==> src/rtl/rbcp_reg_bank.sv <==
// RBCP slave register bank: RW control words to fabric, RO status words with a
// lane-0 snapshot for coherent multi-byte reads, and a fixed-latency ACK pipe.
module rbcp_reg_bank #(
  parameter logic [31:0]          BASE_ADDR      = 32'h0000_0000,
  parameter int                   ADDR_SPAN_BITS = 8,
  parameter int                   NUM_RW         = 4,
  parameter int                   NUM_RO         = 4,
  parameter logic [32*NUM_RW-1:0] RW_INIT        = '0,
  parameter bit                   OFFSET_MODE    = 1'b0,
  parameter int                   ACK_LATENCY    = 1
) (
  input  logic                                      CLK_100M,
  input  logic                                      SiTCP_RESET,
  input  logic [31:0]                               RBCP_ADDR,
  input  logic [7:0]                                RBCP_WD,
  input  logic                                      RBCP_WE,
  input  logic                                      RBCP_RE,
  output logic                                      RBCP_ACK,
  output logic [7:0]                                RBCP_RD,
  output logic [32*NUM_RW-1:0]                      RW_REGS,
  input  logic [32*(NUM_RO > 0 ? NUM_RO : 1)-1:0]   RO_REGS,
  output logic [NUM_RW-1:0]                         WR_STROBE
);

  localparam int WW = ADDR_SPAN_BITS - 2;

  logic                   hit, rd_only, is_rw, is_ro;
  logic [WW-1:0]          word_idx;
  logic [31:0]            word_num;
  logic [1:0]             lane;
  logic [31:0]            rw_word, ro_live, rd_word, rd_shift;
  logic [31:0]            byte_mask, byte_word, offset_word, new_word;
  logic                   ack_d, wr_en, snap_cap, snap_hit;
  logic [7:0]             rd_d;

  logic [32*NUM_RW-1:0]   rw_q;
  logic [NUM_RW-1:0]      strobe_q;
  logic [31:0]            snap_q;
  logic [WW-1:0]          snap_tag;
  logic                   snap_valid;
  logic [ACK_LATENCY-1:0] ack_pipe;
  logic [7:0]             rd_pipe [ACK_LATENCY];

  assign hit      = RBCP_ADDR[31:ADDR_SPAN_BITS] == BASE_ADDR[31:ADDR_SPAN_BITS];
  assign word_idx = RBCP_ADDR[ADDR_SPAN_BITS-1:2];
  assign word_num = 32'(word_idx);
  assign lane     = RBCP_ADDR[1:0];
  assign is_rw    = word_num < NUM_RW;
  assign is_ro    = !is_rw && (word_num < NUM_RW + NUM_RO);
  // A simultaneous WE and RE is a write, so only RE alone takes the read path.
  assign rd_only  = RBCP_RE && !RBCP_WE;

  // NOTE: every always_comb output gets a default before the loops so that
  // an index matching no word leaves a defined value instead of a latch.
  always_comb begin
    rw_word = '0;
    for (int k = 0; k < NUM_RW; k++)
      if (word_num == k) rw_word = rw_q[32*k +: 32];
    ro_live = '0;
    for (int k = 0; k < NUM_RO; k++)
      if (word_num == NUM_RW + k) ro_live = RO_REGS[32*k +: 32];
  end

  assign snap_hit = snap_valid && (snap_tag == word_idx);

  always_comb begin
    rd_word = '0;
    if (is_rw)                               rd_word = rw_word;
    else if (is_ro && lane != 2'd0 && snap_hit) rd_word = snap_q;
    else if (is_ro)                          rd_word = ro_live;
  end

  assign rd_shift    = rd_word >> {lane, 3'b000};
  assign ack_d       = hit && (RBCP_WE || RBCP_RE);
  assign rd_d        = (hit && rd_only) ? rd_shift[7:0] : 8'h00;

  assign byte_mask   = 32'h0000_00FF << {lane, 3'b000};
  assign byte_word   = (rw_word & ~byte_mask) | ({24'h0, RBCP_WD} << {lane, 3'b000});
  assign offset_word = {RBCP_ADDR[31:2], 2'b00} + {4{RBCP_WD}};
  assign new_word    = OFFSET_MODE ? offset_word : byte_word;
  assign wr_en       = hit && RBCP_WE && is_rw;
  assign snap_cap    = hit && rd_only && is_ro && (lane == 2'd0);

  // NOTE: the RW words are plain flops rather than a RAM, so they take
  // RW_INIT on reset; sequential state always uses non-blocking assignment.
  always_ff @(posedge CLK_100M or posedge SiTCP_RESET) begin
    if (SiTCP_RESET) begin
      rw_q     <= RW_INIT;
      strobe_q <= '0;
    end else begin
      strobe_q <= '0;
      for (int k = 0; k < NUM_RW; k++) begin
        if (wr_en && word_num == k) begin
          rw_q[32*k +: 32] <= new_word;
          strobe_q[k]      <= 1'b1;
        end
      end
    end
  end

  always_ff @(posedge CLK_100M or posedge SiTCP_RESET) begin
    if (SiTCP_RESET) begin
      snap_q     <= '0;
      snap_tag   <= '0;
      snap_valid <= 1'b0;
    end else if (snap_cap) begin
      snap_q     <= ro_live;
      snap_tag   <= word_idx;
      snap_valid <= 1'b1;
    end
  end

  // Read data travels with its ACK bit, so RD is zero whenever ACK is low and
  // a pending ACK is simply flushed by reset.
  always_ff @(posedge CLK_100M or posedge SiTCP_RESET) begin
    if (SiTCP_RESET) begin
      ack_pipe <= '0;
      for (int i = 0; i < ACK_LATENCY; i++) rd_pipe[i] <= 8'h00;
    end else begin
      ack_pipe[0] <= ack_d;
      rd_pipe[0]  <= rd_d;
      for (int i = 1; i < ACK_LATENCY; i++) begin
        ack_pipe[i] <= ack_pipe[i-1];
        rd_pipe[i]  <= rd_pipe[i-1];
      end
    end
  end

  assign RBCP_ACK  = ack_pipe[ACK_LATENCY-1];
  assign RBCP_RD   = rd_pipe[ACK_LATENCY-1];
  assign RW_REGS   = rw_q;
  assign WR_STROBE = strobe_q;

endmodule

==> config.mk <==
export PLATFORM = sky130hd
export DESIGN_NAME = rbcp_reg_bank
export DESIGN_NICKNAME = d
export VERILOG_FILES = /design/src/rtl/rbcp_reg_bank.sv
export SDC_FILE = /design/constraint.sdc
export NUM_CORES = 1
export LEC_CHECK = 0
export CORE_MARGIN = 2
export CORE_UTILIZATION = 42
export DETAILED_ROUTE_END_ITERATION = 10
export GPL_ROUTABILITY_DRIVEN = 0
export HOLD_SLACK_MARGIN = 0.03
export PLACE_DENSITY = 0.88
export SLEW_MARGIN = 20
export SYNTH_ARGS = -nofsm -noshare
export SYNTH_HDL_FRONTEND = slang
export SYNTH_SLANG_ARGS = --single-unit
==> constraint.sdc <==
create_clock -name CLK_100M -period 5.6 [get_ports CLK_100M]
set_input_delay 1.12 -clock CLK_100M [delete_from_list [all_inputs] [get_ports CLK_100M]]
set_output_delay 1.12 -clock CLK_100M [all_outputs]
set_load 0.05 [all_outputs]
; ---- After elaboration in Yosys (flattened, before gate mapping)
; Cells that the tools add are included.
[totals]
elab_cells = 64
out_inout_bits = 141
register_bits = 180
[op_classes]
reduce_logical = 22
magnitude_cmp = 2
shifts = 3
eq_ne = 8
bitwise_logic = 3
muxes = 16
[op_table]
columns = cell, count
row1 = $mux W32, 11
row2 = $and A32 B32 Y32, 1
row3 = $logic_not A32 Y1, 1
row4 = $not A32 Y32, 1
row5 = $or A32 B32 Y32, 1
row6 = $shl A8 B5 Y32, 1
row7 = $shl A8 B5 Y32 const A, 1
row8 = $shr A32 B5 Y8, 1
row9 = $eq A6 B3 Y1 const B, 4
row10 = $logic_not A24 Y1, 1
row11 = $logic_and A1 B1 Y1, 15
row12 = $eq A6 B2 Y1 const B, 2
row13 = $mux W8, 1
row14 = $eq A6 B1 Y1 const B, 1
row15 = $eq A6 B6 Y1, 1
row16 = $lt A6 B3 Y1 const B, 1
row17 = $lt A6 B4 Y1 const B, 1
row18 = $mux W1, 4
row19 = $logic_not A1 Y1, 2
row20 = $logic_not A2 Y1, 1
row21 = $reduce_bool A2 Y1, 1
row22 = $logic_or A1 B1 Y1, 1

; ---- Depth between registers and ports, before layout
[logic_depth]
depth_word = 10
mapped_depth = 9

; ---- Worst setup path before layout
; OpenSTA, ideal clock, no wires.
[synth_path]
path_type = input -> register
start = in RBCP_ADDR[2]
end = reg rw_q[127] (netlist: RW_REGS[127])
arrival_time_ps = 2684
cell_stages = 8
setup_ps = 134
path_slack_ps = 2782
path_buffers = 3
cell_sequence = buf_4 > buf_4 > buf_2 > mux4_2 > nand2_1 > nor2_1 > a21oi_1 > o21ai_0
[synth_between]
elab_chain_cells = 7
[synth_rtl]
columns = element, line
row1 = from (decl), 14  ; input logic [31:0] RBCP_ADDR,
row2 = $logic_not A32 Y1, 58  ; if (word_num == k) rw_word = rw_q[32*k +: 32];
row3 = $mux W32 (4 in a row), 58
row4 = $and A32 B32 Y32, 78  ; assign byte_word = (rw_word & ~byte_mask) | ({24'h0, RBCP_WD} << {lane, 3'b000});
row5 = $or A32 B32 Y32, 78
row6 = "to (signal, indexed assignment)", 94  ; rw_q[32*k +: 32] <= new_word;
row7 = to (decl), 36  ; logic [32*NUM_RW-1:0] rw_q;
; Several ways; a longest one is shown, not always the timed one.
; A chain may end at the register's enable or synchronous reset.

; ---- Worst setup path in the final report
[layout_path]
start = in RBCP_ADDR[0]
end = reg rd_pipe (netlist bit RBCP_RD[0])
[layout_between]
elab_chain_cells = 7
[layout_rtl]
columns = element, line
row1 = $reduce_bool A2 Y1, 69  ; else if (is_ro && lane != 2'd0 && snap_hit) rd_word = snap_q;
row2 = $logic_and A1 B1 Y1 (2 in a row), 69
row3 = $mux W32, 69
row4 = $mux W32, 68  ; if (is_rw) rd_word = rw_word;
row5 = $shr A32 B5 Y8 (*), 73  ; assign rd_shift = rd_word >> {lane, 3'b000};
row6 = $mux W8 (*), 75  ; assign rd_d = (hit && rd_only) ? rd_shift[7:0] : 8'h00;
row7 = named net rd_d[0], 34  ; logic [7:0] rd_d;
row8 = "to (signal, indexed assignment)", 124  ; rd_pipe[i] <= rd_pipe[i-1];
row9 = to (decl), 42  ; logic [7:0] rd_pipe [ACK_LATENCY];
; The timed path passes the listed nets; every way through them passes the cells marked *.

==> metrics.yaml <==
timing:
  min_period_ns: 3.602
  finalSetupViolCount: 0
  finalClockSkew_ns: 0.01153
  grt_setup_unrepaired: "no"
  hold_viol: 0
  relSlewSlack_pct: 25.16
  tns_ns: 0
  timing.final.crit_share_pct: 64.32
  worst_pin_slew_ns: 1.117
  slew_violations: 0
  whs_ns: 0.4668
  max_freq_mhz: 277.6
clocking:
  postCtsSetupBuffers: 0
  cts_buffers: 17
  htree_levels: 4
  cts_sinks: 177
  cts_tree: "built"
  path_clk_slew_ns: 0.07
  cts_resized: 0
  worstSkewPairLatency_ns: 0.44
  cts_buffer_depth: 2
  root_buffer: "clkbuf_16"
  postCtsHoldBufs: 0
synth:
  ys_seq_elements: 177
  synth_area_leader_cell: "dfrtp_1"
  yosysTopAreaCellShare_pct: 48.57
  avgSynthCellArea_um2: 10.40
  netlist_top_cells_area: "dfrtp_1 (49%), mux4_2 (16%), nand2_1 (6.6%), a21oi_1 (4.6%), nor2_1 (3.9%)"
  synth_cell_type_count: 48
  netlist_area_mm2: 0.009120
  synth_nets: 1049
  syn_inst: 877
  ys_warn_count: 0
  ys_seq_area_share_pct: 48.57
floorplanning:
  coreArea_mm2: 0.02115
  die_h_um: 151.4
  die-width_um: 151.4
  top_level_ports: 313
  initial_core_util_pct: 43.11
  die-area_mm2: 0.02291
  rows: 53
worst_setup_path:
  crit_buf_inv: 2
  worstSetupStartpointType: "input pin"
  worstSetupPathType: "input pin to flop"
  ff2ff_path_depth: 7
  reg2reg_to: "RBCP_RD[0]$_DFF_PP0_"
  arrival_ns: 3.86
  regToRegSetupSlack_ns: 3.01
  max_stage_delay_ns: 0.56
  crit_fanout: 54
  critPathSlowestCell: "a2111oi_0"
  cp_cell_sequence: "clkdlybuf4s50_1 -> or2_1 -> nand4_1 -> nor3_4 -> buf_4 -> mux2i_1 -> o32ai_1 -> a2111oi_0"
  rr_startpoint: "snap_tag[3]$_DFFE_PP0P_"
  worst-endpoint-required_ns: 5.86
  path_delay_family: "buffers and inverters"
  crit_path_end_kind: "flop"
final_layout:
  antennaDiodeCount: 0
  fill_cells: 1652
  nets: 1318
  drive_above_1_share_pct: 12.87
  syn2layout_area_growth_pct: 42.34
routing:
  dr.pass1.iters: 5
  first_iter_violations: 751
  drcViolationCount: 0
  viasPerCell: 5.760
  wirelength_um: 32070
  postRouteAntennaNets: 0
  vias: 8254
  routedWlPerCell_um: 22.38
grt:
  grt_pass1_wl_um: 47470
  track_usage_pct: 27.72
  grt_start_max_net_pins: 178
  grt.overflow.total: 0
  antenna_found_initial: 0
  grt_pass1_vias: 8230
placed_design:
  portBuffers: 312
  hpwl_um: 22790
run:
  drv_cap: 0
power_and_ir_drop:
  p_leak_uw: 0.005248
  vdd_ir_drop_max_uv: 219.2
  powerDensity_mw_per_mm2: 221.6
worst_hold_path:
  min_path_type: "flop to flop"
  min_to: "snap_valid$_DFFE_PP0P_"
  min_path_cells: 1
  min_from: "snap_valid$_DFFE_PP0P_"
status:
  status: "finished clean"
## area by class of cell
cell class	instances	area, µm²	area share, %
multi-input cells	622	4338	33.42
repair buffers	325	3228	24.87
clock buffers	17	425.4	3.277
well taps	275	344.1	2.651
clock inverters	14	201.4	1.552
inverters	3	15.01	0.1157
flip-flops and latches	177	4429	34.12
## sequential cells by signal, indices dropped and copies added (netlist names)
register	flops
RW_REGS	128
snap_q	29
RBCP_RD	8
snap_tag	6
WR_STROBE	4
RBCP_ACK	1
snap_valid	1
## report_power, final
part	switching (µW)	internal [µW]
logic	136	167
registers	0.0000354	1280
clock network	541	755
total	677	2200
## Yosys cell counts, drive strengths merged
library cell / n
a2111oi: 1
a21oi: 83
a221o: 1
a22oi: 10
a311oi: 2
a31o: 1
a31oi: 6
a41oi: 3
and2: 10
and3: 1
and4: 6
buf: 40
clkbuf: 35
dfrtp: 177
inv: 3
mux2: 2
mux2i: 7
mux4: 64
nand2: 160
nand2b: 2
nand3: 24
nand4: 3
nor2: 95
nor2b: 3
nor3: 3
nor3b: 2
nor4: 6
nor4b: 1
o2111ai: 15
o211ai: 1
o21a: 1
o21ai: 94
o32ai: 2
or2: 5
or3b: 1
or4: 3
xnor2: 2
xor2: 2
## worst reg2reg max path: stages, from the launching register on
cell and delay, ns:
dfrtp_1 0.38, nor3b_1 0.24, nand4_1 0.18, nor3_4 0.15
buf_4 0.48, mux2i_1 0.32, o32ai_1 0.12, a2111oi_0 0.56
## per-layer routing
layer / wire length (µm) / part of all wire, % / vias to the layer above / track usage, %
met5: 0 / 0 / - / 0
met4: 810 / 2.5 / 0 / 8.318
met3: 3136 / 9.8 / 61 / 6.807
met2: 15640 / 49 / 447 / 46.11
met1: 12490 / 39 / 4050 / 36.03
li1: - / - / 3696 / -
## per-stage QoR
step	total power (µW)	worst slack [ns]	util, %	cells	cell area, µm²
floorplan	1434	2.213	-	877	9124
global placement	1603	1.674	58.40	1402	12350
detailed placement	1606	1.644	58.40	1402	12350
CTS	2880	2.063	61.37	1433	12980
global route	2956	1.811	61.37	1433	12980
finish	2877	1.998	61.37	1433	12980
## logic make-up after synthesis
| group | count (synthesis) | synth area share (%) |
|---|---|---|
| and+or+nand+nor | 325 | 15.57 |
| xor gates and xnor gates | 4 | 0.3842 |
| buffers and inverters | 78 | 4.225 |
| muxes | 73 | 16.82 |
| DFF | 177 | 48.57 |
| AOI/OAI and AO/OA | 220 | 14.43 |
## placed cells by master (no fill, tap or decap), types with 2 or more instances in the layout
cell type,count
inv_8,2
bufinv_16,4
o21ai_1,9
mux4_2,64
or4_1,3
xnor2_1,2
clkdlybuf4s50_1,310
a22oi_1,10
a31oi_1,6
and4_1,6
xor2_1,2
o21ai_0,63
clkinv_2,3
o2111ai_1,15
nand3_1,24
o32ai_1,2
dfrtp_1,177
a311oi_1,2
a41oi_1,3
a21oi_1,83
nor2b_2,2
nand2b_1,2
o21ai_2,22
or2_2,4
nand2_1,160
nor4_1,5
inv_1,2
nand4_1,2
clkbuf_16,17
nor2_1,95
mux2_2,2
inv_6,4
mux2i_1,7
and2_1,9
buf_4,14
## how the worst max path moves through the flow
stage | slack [ns] | start | depth (start not counted) | to
detailed placement | 1.64 | RBCP_ADDR[5] | 8 | RW_REGS[64]$_DFFE_PP0P_
floorplan | 2.21 | SiTCP_RESET | 1 | RBCP_ACK$_DFF_PP0_
CTS | 2.06 | RBCP_ADDR[12] | 7 | snap_tag[1]$_DFFE_PP0P_
global route | 1.81 | RBCP_ADDR[12] | 7 | snap_tag[0]$_DFFE_PP0P_
global placement | 1.67 | RBCP_ADDR[12] | 7 | snap_tag[1]$_DFFE_PP0P_
finish | 2.00 | RBCP_ADDR[0] | 8 | RBCP_RD[0]$_DFF_PP0_
(Power assumes the default switching activity.)
==> variant (config.mk and constraints unchanged) <==
The parameter `OFFSET_MODE` goes from 1'b0 to 1'b1.
--- a/src/rtl/rbcp_reg_bank.sv
+++ b/src/rtl/rbcp_reg_bank.sv
@@ -7,5 +7,5 @@
   parameter int                   NUM_RO         = 4,
   parameter logic [32*NUM_RW-1:0] RW_INIT        = '0,
-  parameter bit                   OFFSET_MODE    = 1'b0,
+  parameter bit                   OFFSET_MODE    = 1'b1,
   parameter int                   ACK_LATENCY    = 1
 ) (
Check against the original RTL: not equivalent (a bounded check fails within 4 cycles, from zero or initial values and one cycle with SiTCP_RESET high).
==> variant against the unedited design <==
- wire length grew 19%
- total power increased by 7.3%
- sequential cell count is 3 higher
- count of clock-buffer cells in the layout unchanged
- design area is 14% higher
- area after synthesis is 18% higher
- worst setup slack got worse by 0.63 ns
- critical path type unchanged
==> variant: results (changes against the unedited design) <==
- Setup crit end: RW_REGS[121]$_DFFE_PP0P_ (was RBCP_RD[0]$_DFF_PP0_)
- Slew @ Worst Pin: 1.10 ns (was 1.12 ns)
- Worst-path fanout max: 7 (was 54)
- Arrival @ worst endpoint: 4.61 ns (was 3.86 ns)
- HP Start: snap_q[23]$_DFFE_PP0P_ (was snap_valid$_DFFE_PP0P_)
- List of most frequent post-synthesis cells: 311 x nand2_1, 180 x dfrtp_1, 77 x mux4_2 (was 177 x dfrtp_1, 160 x nand2_1, 95 x nor2_1)
- Synth unique cells: 67 (was 48)
- Fin nets: 1513 (was 1318)
- First-pass GRT wire length: 56.6 mm (was 47.5 mm)
- Sequential share of the synthesized area: 0.417 (was 0.486)
- Wire length per cell: 23.1 um (was 22.4 um)
- Leak pwr: 6.75 nW (was 5.25 nW)
- Max IR drop VDD: 0.176 mV (was 0.219 mV)
- Overall Global Routing Usage: 0.278 (was 0.277)
- Vias in the first global route: 9783 (was 8230)
- Largest net degree at the start of global routing: 106 (was 178)
- Syn nets: 1229 (was 1049)
- Initial antenna violation count: 3 (was 0)
- Worst reg-to-reg setup slack: 2.83 ns (was 3.01 ns)
- End of the worst register-to-register path: RBCP_RD[4]$_DFF_PP0_ (was RBCP_RD[0]$_DFF_PP0_)
- Worst Setup SP: RBCP_WD[0] (was RBCP_ADDR[0])
- Status: finished, final reports clean (unchanged)
- Initial DRC Count: 970 (was 751)
- Vias per cell: 5.94 (was 5.76)
- Clock skew: 0.0119 ns (was 0.0115 ns)
- Hold path endpoint: snap_q[23]$_DFFE_PP0P_ (was snap_valid$_DFFE_PP0P_)
- Layout fillers: 2009 (was 1652)
- FF-to-FF Start: snap_tag[5]$_DFFE_PP0P_ (was snap_tag[3]$_DFFE_PP0P_)
[variant: final cells by class]
| cell class | instances | share of cell area |
|---|---|---|
| tap | 330 | 0.0279 |
| inverter | 14 | 0.00381 |
| antenna | 4 | 0.000677 |
| clock inverter | 15 | 0.0124 |
| timing repair buffer | 330 | 0.221 |
| sequential | 180 | 0.305 |
| clock buffer | 17 | 0.0288 |
| multi-input combinational | 768 | 0.401 |
[variant: report_power, final]
part | switching [W] | total (W) | internal [W] | leakage, nW
clock network | 0.000600 | 0.00125 | 0.000645 | 0.293
registers | 0.0000000000309 | 0.00130 | 0.00130 | 2.52
logic | 0.000292 | 0.000544 | 0.000252 | 3.94
[variant: worst reg2reg max path, stage by stage, from the launching register on]
cell	delay [ns]
dfrtp_1	0.39
xnor2_1	0.25
nand4_1	0.13
or4_1	0.87
mux4_2	0.65
a211oi_1	0.27
a211oi_1	0.08
[variant: logic make-up after synthesis]
family	Yosys count	synth area share
mux	150	0.236
xor+xnor	24	0.0195
simple gates	428	0.173
buf+inv	79	0.0359
compound gates	136	0.0835
fa+ha+maj	30	0.0354
flops	180	0.417
[variant: metal layers]
metal / vias to the layer above / track usage / wire [um]
li1: 4257 / - / -
met1: 4846 / 0.359 / 14300
met2: 643 / 0.456 / 18800
met3: 96 / 0.0561 / 3960
met4: 0 / 0.118 / 1190
met5: - / 0 / 0
[variant: stage by stage]
step / hold slack, ns / worst slack (ns) / utilization / area [um^2] / cells
after floorplan: 0.435 / 2.08 / - / 10800 / 1027
after global placement: 0.450 / 1.16 / 0.562 / 14200 / 1622
after detailed placement: 0.453 / 1.10 / 0.562 / 14200 / 1622
after CTS: 0.475 / 1.54 / 0.586 / 14800 / 1654
after global routing: 0.496 / 1.24 / 0.587 / 14800 / 1657
final: 0.479 / 1.37 / 0.587 / 14800 / 1658
